<file path="config.mk">
export PLATFORM = sky130hd
export DESIGN_NAME = nw_fill_controller
export DESIGN_NICKNAME = d
export VERILOG_FILES = /design/src/rtl/nw_fill_controller.sv
export SDC_FILE = /design/constraint.sdc
export NUM_CORES = 1
export LEC_CHECK = 0
export ABC_AREA = 1
export CAP_MARGIN = 20
export CELL_PAD_IN_SITES_DETAIL_PLACEMENT = 0
export CELL_PAD_IN_SITES_GLOBAL_PLACEMENT = 1
export CORE_MARGIN = 3
export CORE_UTILIZATION = 36
export CTS_CLUSTER_DIAMETER = 40
export CTS_CLUSTER_SIZE = 28
export DETAILED_ROUTE_END_ITERATION = 10
export GPL_ROUTABILITY_DRIVEN = 0
export GPL_TIMING_DRIVEN = 0
export PLACE_DENSITY_LB_ADDON = 0.1
export RECOVER_POWER = 100
export SKIP_LAST_GASP = 1
export SLEW_MARGIN = 40
export SYNTH_ARGS = -nofsm -noshare
export SYNTH_HDL_FRONTEND = slang
export SYNTH_SLANG_ARGS = --single-unit
</file>
<file path="constraint.sdc">
create_clock -name clk -period 5.79 [get_ports clk]
set_clock_uncertainty 0.2 [all_clocks]
set_input_delay 0.579 -clock clk [delete_from_list [all_inputs] [get_ports clk]]
set_output_delay 0.579 -clock clk [all_outputs]
set_load 0.01 [all_outputs]
</file>
<file path="src/rtl/nw_fill_controller.sv">
// Sequencing FSM for the Needleman-Wunsch score-matrix fill.
// It runs the init counter, then walks every cell (i,j) through
// READ -> WAIT (RD_LAT-1 cycles) -> CALC -> WRITE. It owns the counter
// enables, the score-RAM strobes and the neighbour/write addresses.
module nw_fill_controller #(
  parameter int N      = 128,
  parameter int RD_LAT = 1,
  localparam int IW    = $clog2(N) + 1,
  localparam int AW    = $clog2((N + 1) * (N + 1))
) (
  input  logic          clk,
  input  logic          rst,
  input  logic          start,
  input  logic          end_init,
  input  logic          end_filling,
  input  logic [IW-1:0] i,
  input  logic [IW-1:0] j,
  output logic          en_init,
  output logic          en_read,
  output logic          change_index,
  output logic          rd_en,
  output logic [AW-1:0] addr_diag,
  output logic [AW-1:0] addr_up,
  output logic [AW-1:0] addr_left,
  output logic          we,
  output logic [AW-1:0] addr_wr,
  output logic          calc_en,
  output logic          busy,
  output logic          done,
  output logic          err
);

  typedef enum logic [2:0] {
    IDLE  = 3'd0,
    INIT  = 3'd1,
    READ  = 3'd2,
    WAIT  = 3'd3,
    CALC  = 3'd4,
    WRITE = 3'd5,
    DONE  = 3'd6
  } state_t;

  localparam logic [AW-1:0] ROW_STRIDE = AW'(N + 1);
  // Last WAIT count value; only reachable when RD_LAT > 1.
  localparam logic [2:0]    WAIT_LAST  = (RD_LAT > 1) ? 3'(RD_LAT - 2) : 3'd0;

  state_t      state, state_nxt;
  logic [2:0]  wait_cnt;
  logic        no_nbr;
  logic [IW-1:0] i_m1, j_m1;

  // Row-major cell address r*(N+1)+c, unsigned and truncated to AW bits.
  function automatic logic [AW-1:0] cell_addr(input logic [IW-1:0] r,
                                              input logic [IW-1:0] c);
    return AW'(r) * ROW_STRIDE + AW'(c);
  endfunction

  // Row 0 / column 0 cells have no upper-left neighbour to read.
  assign no_nbr = (i == '0) || (j == '0);
  // Decrements wrap at 0; the addresses are then don't-care but stay defined.
  assign i_m1   = i - IW'(1);
  assign j_m1   = j - IW'(1);

  assign addr_diag = cell_addr(i_m1, j_m1);
  assign addr_up   = cell_addr(i_m1, j);
  assign addr_left = cell_addr(i, j_m1);
  assign addr_wr   = cell_addr(i, j);

  // State register, WAIT counter and sticky error flag.
  always_ff @(posedge clk or posedge rst) begin
    if (rst) begin
      state    <= IDLE;
      wait_cnt <= 3'd0;
      err      <= 1'b0;
    end else begin
      state <= state_nxt;
      if (state == READ) begin
        wait_cnt <= 3'd0;
      end else if (state == WAIT) begin
        wait_cnt <= wait_cnt + 3'd1;
      end
      if ((state == IDLE) && start) begin
        err <= 1'b0;
      end else if ((state == READ) && no_nbr) begin
        err <= 1'b1;
      end
    end
  end

  // Next-state decode.
  always_comb begin
    state_nxt = state;
    case (state)
      IDLE:  if (start) state_nxt = INIT;
      INIT:  if (end_init) state_nxt = READ;
      READ: begin
        if (no_nbr)           state_nxt = DONE;
        else if (RD_LAT == 1) state_nxt = CALC;
        else                  state_nxt = WAIT;
      end
      WAIT:  if (wait_cnt == WAIT_LAST) state_nxt = CALC;
      CALC:  state_nxt = WRITE;
      WRITE: state_nxt = end_filling ? DONE : READ;
      DONE:  state_nxt = IDLE;
      default: state_nxt = IDLE;
    endcase
  end

  // State-decoded strobes; reset forces IDLE so all strobes drop at once.
  always_comb begin
    en_init      = 1'b0;
    en_read      = 1'b0;
    change_index = 1'b0;
    rd_en        = 1'b0;
    we           = 1'b0;
    calc_en      = 1'b0;
    done         = 1'b0;
    busy         = (state != IDLE);
    case (state)
      INIT:  en_init = 1'b1;
      READ: begin
        en_read = 1'b1;
        rd_en   = 1'b1;
      end
      WAIT:  en_read = 1'b1;
      CALC: begin
        en_read = 1'b1;
        calc_en = 1'b1;
      end
      WRITE: begin
        en_read      = 1'b1;
        we           = 1'b1;
        change_index = !end_filling;
      end
      DONE:  done = 1'b1;
      default: ;
    endcase
  end

endmodule

</file>
* After elaboration in Yosys (flattened, before gate mapping)
Cells that the tools add are included.
Operators by class: shift-type cells 0, bitwise operators 0, divide/modulo/power cells 0, add/sub/neg operators 7, $mul 2, mux-type cells 17, magnitude comparators 0, equality and inequality tests 9, reductions and logical operators 13
Operators by type and width (count):
- $add A15 B8 Y15 | 4
- $mul A8 B8 Y15 const B | 2
- $mux W3 | 6
- $pmux W3 S6 | 1
- $logic_not A8 Y1 | 2
- $sub A8 B1 Y8 const B | 2
- $eq A3 B3 Y1 const B | 3
- $mux W1 | 9
- $eq A3 B2 Y1 const B | 2
- $logic_not A3 Y1 | 2
- $ne A2 B2 Y1 const B | 2
- $reduce_bool A2 Y1 | 2
- $reduce_or A4 Y1 | 1
- $add A3 B1 Y3 const B | 1
- $eq A3 B1 Y1 const B | 1
- $reduce_and A3 Y1 | 1
- $reduce_bool A3 Y1 | 1
- $logic_and A1 B1 Y1 | 2
- $mux W2 | 1
- $ne A2 B1 Y1 const B | 1
- $logic_not A1 Y1 | 1
- $logic_or A1 B1 Y1 | 1
Word-level totals: bits in registers 7, memories kept 0, RAM bits 0, latch bits 0, output and inout port bits 69, memory bits (read-only) 0

* Longest topological paths before layout
depth in word-level cells 5, depth in mapped cells 19, gate-level depth less buffers 18

* Least setup slack after synthesis
No wires, ideal clock.
path kind in2out, start point in i[4], end point out addr_diag[12], cell stages on the path 15, data required time 5011 ps, arrival time 2736 ps, path slack 2275 ps, cell sequence buf_6 -> nor2_2 -> nand3_1 -> nor2_1 -> xnor2_1 -> inv_1 -> ha_1 -> ha_1 -> ha_1 -> ha_1 -> inv_1 -> nor2_4 -> inv_2 -> nor2_4 -> xor2_1
On the way: word-level cells in the longest chain between the ends 3
Ends and longest elaborated chain:
- start, declared | line 16 | input logic [IW-1:0] i,
- $sub A8 B1 Y8 | line 61 | assign i_m1 = i - IW'(1);
- $mul A8 B8 Y15 | line 55 | return AW'(r) * ROW_STRIDE + AW'(c);
- $add A15 B8 Y15 | line 55
- end, declared | line 22 | output logic [AW-1:0] addr_diag,
No other way between the ends.

* Worst setup path in the final report
start point in i[0], end point out addr_diag[12]
The elaborated chain is that of the path after synthesis.

==> run metrics <==
Slew Limit Headroom 65.9%; total negative slack 0 ps; Synth cell types 35; placed inst area 3950 sq um; fin. max-slew vios 0; Seq cells post-synth 7; dpl hpwl 7.21 mm; Slowest-stage cell, CP dlygate4sd3_1; max frequency between 150 and 200 MHz; Slew @ Worst Pin roughly 510 ps; list of most frequent post-synthesis cells nand2_1 (87), inv_1 (48), ha_1 (47); full die area 9260 sq um; vias in the first global route 3041; Final Hold Viols 0; num rows 32; cell area after layout 4000 sq um; drc violations 0; synth top area cells ha_1 (20%), xor2_1 (14%), nand2_1 (11%); share of the yosys chip area belonging to registers 5.98%; post-synth top area cell ha_1; TritonCTS clock tree built; NumNets Final 606; cell area power density 196 nW/um^2; Synth Flop Type dfrtp_1; Worst-path clk slew 40 ps; DRT iter0 DRCs 158; unrepaired setup endpoints after global routing false; Hold Crit Class reg2reg; fin crit period 5080 ps; Synth Instances 440; mapped cell area 2930 sq um; most frequent cell after synthesis nand2_1; Ports 90; first-pass GRT wire length around 14 mm; total grt overflow 0; ant diodes 0; VDD IR max approximately 180 uV; EDFF count, synth 0; outcome finished clean; largest net degree at the start of global routing 10; hold buffer count at cts 0; clock buffers created by TritonCTS 3; crit path DAT approximately 4300 ps; CTS Buffer Depth 2; Initial Util 37.5%; Die H 96.2 um; area grow syn2layout 36.3%; critical-path cell list dlygate4sd3_1 > inv_1 > nand2_1 > nor2_1 > xnor2_1 > inv_1 > ha_1 > ha_1 > nand4_1 > o21ai_0 > nand2_1 > nor2_4 > xor2_1 > clkdlybuf4s50_1; H-tree depth 1; slowest stage delay, CP 630 ps; wire length per cell ~13 um; YS warnings 0; number of port buffers between 80 and 90; worst skew pair latency 220 ps; Antenna Nets Post-Route 0; CTS root buf clkbuf_8; Leak Pwr 1.92 nW; Avg Inst Size Synth 6.66 sq um; final WL 8.25 mm; Vias/cell 4.82; Core Box Area 7810 sq um; DR vias around 3.1k; CP required 5010 ps; CTS sink cnt 7; CP Launch Type input port; Worst Path Max Fanout 9; Post-synth ARST share 100%; layout cells sized above 1 7.69%; Die W 96.2 um; max cap viols 0; top cell type's share of synthesized area 20.1%; final setup fails 0; initial antenna violation count 0; critical path class in2out; global-route usage over all layers 18.6%; Setup Buffers After CTS 0; Syn Nets roughly 510; post_cts resized 0; final worst path period share 87.8%; first drt pass iteration count 4; Crit. End Element primary output
state kept, by name (all words and copies together), names as in the netlist:
signal,flops
err,1
wait_cnt,3
state,3
final cells by class:
class,count,area [sq um]
Buffer,6,40.0
Multi-Input combinational cell,374,2520
Clock buffer,4,45.0
Inverter,53,199
Timing Repair Buffer,89,891
Tap cell,102,128
Sequential cell,7,175
Fill cell,807,3810
critical path: cells and delay by family:
family	cells	cell delay (ps)
compound gates	1	370
buf+inv	4	1580
xor+xnor	2	330
fa+ha+maj	2	680
simple gates	5	760
power breakdown:
part	leakage [nW]	internal, mW	switching [mW]	total [mW]
logic	1.81	0.292	0.336	0.628
registers	0.0900	0.0680	0.0208	0.0887
clock network	0.0228	0.0474	0.0189	0.0664
total	1.92	0.407	0.376	0.783
per-stage QoR:
stage	setup slack (ps)	hold slack, ps	power [mW]	util (%)	cells
final	708	338	0.783	51.2	635
after global routing	323	372	0.869	51.2	635
after CTS	874	351	0.836	51.2	635
after detailed placement	885	342	0.761	50.6	631
after global placement	894	352	0.758	50.6	631
after floorplan	2270	182	0.455	-	440
path summary, 6_finish.rpt:
check,start,to,slack (ps),cells past startpoint
max,i[0],addr_diag[12],710,14
min,err,err,340,2
max reg2reg,state[2],state[2],4150,4
min reg2reg,err,err,340,2
max in group asynchronous,rst,state[2],4650,2
min in group asynchronous,rst,wait_cnt[2],530,2
routing by layer:
metal  vias to the layer above  part of all wire, %  track usage, %
met4                         0                 0.17           0.829
met5                         -                    0               0
met1                      1352                   49            26.3
li1                       1640                    -               -
met2                        68                   47            31.9
met3                         3                  4.1            1.64
cells in the final DEF (no fill, tap or decap), types with 4 or more instances in the layout:
cell type / n
xnor2_1: 17
nand2_1: 87
dfrtp_1: 7
nand4_1: 7
a21oi_1: 22
o21ai_0: 14
inv_2: 4
inv_1: 48
fa_1: 4
a31oi_1: 6
ha_1: 47
dlygate4sd3_1: 68
nor2_4: 4
nand2_2: 13
clkdlybuf4s50_1: 21
a21o_1: 5
xor2_1: 46
nor3_1: 10
nand3_1: 34
nor2_1: 36
cells by family (layout without fill, tap and decap cells):
| group | after synthesis | after routing | synth area share [%] |
|---|---|---|---|
| AOI/OAI and AO/OA | 59 | 59 | 11.9 |
| DFF | 7 | 7 | 5.98 |
| xor gates and xnor gates | 63 | 63 | 18.8 |
| and+or+nand+nor | 201 | 201 | 32.4 |
| buffers and inverters | 59 | 152 | 8.15 |
| adders and majority gates | 51 | 51 | 22.8 |
Power figures use the tool's default switching activity.
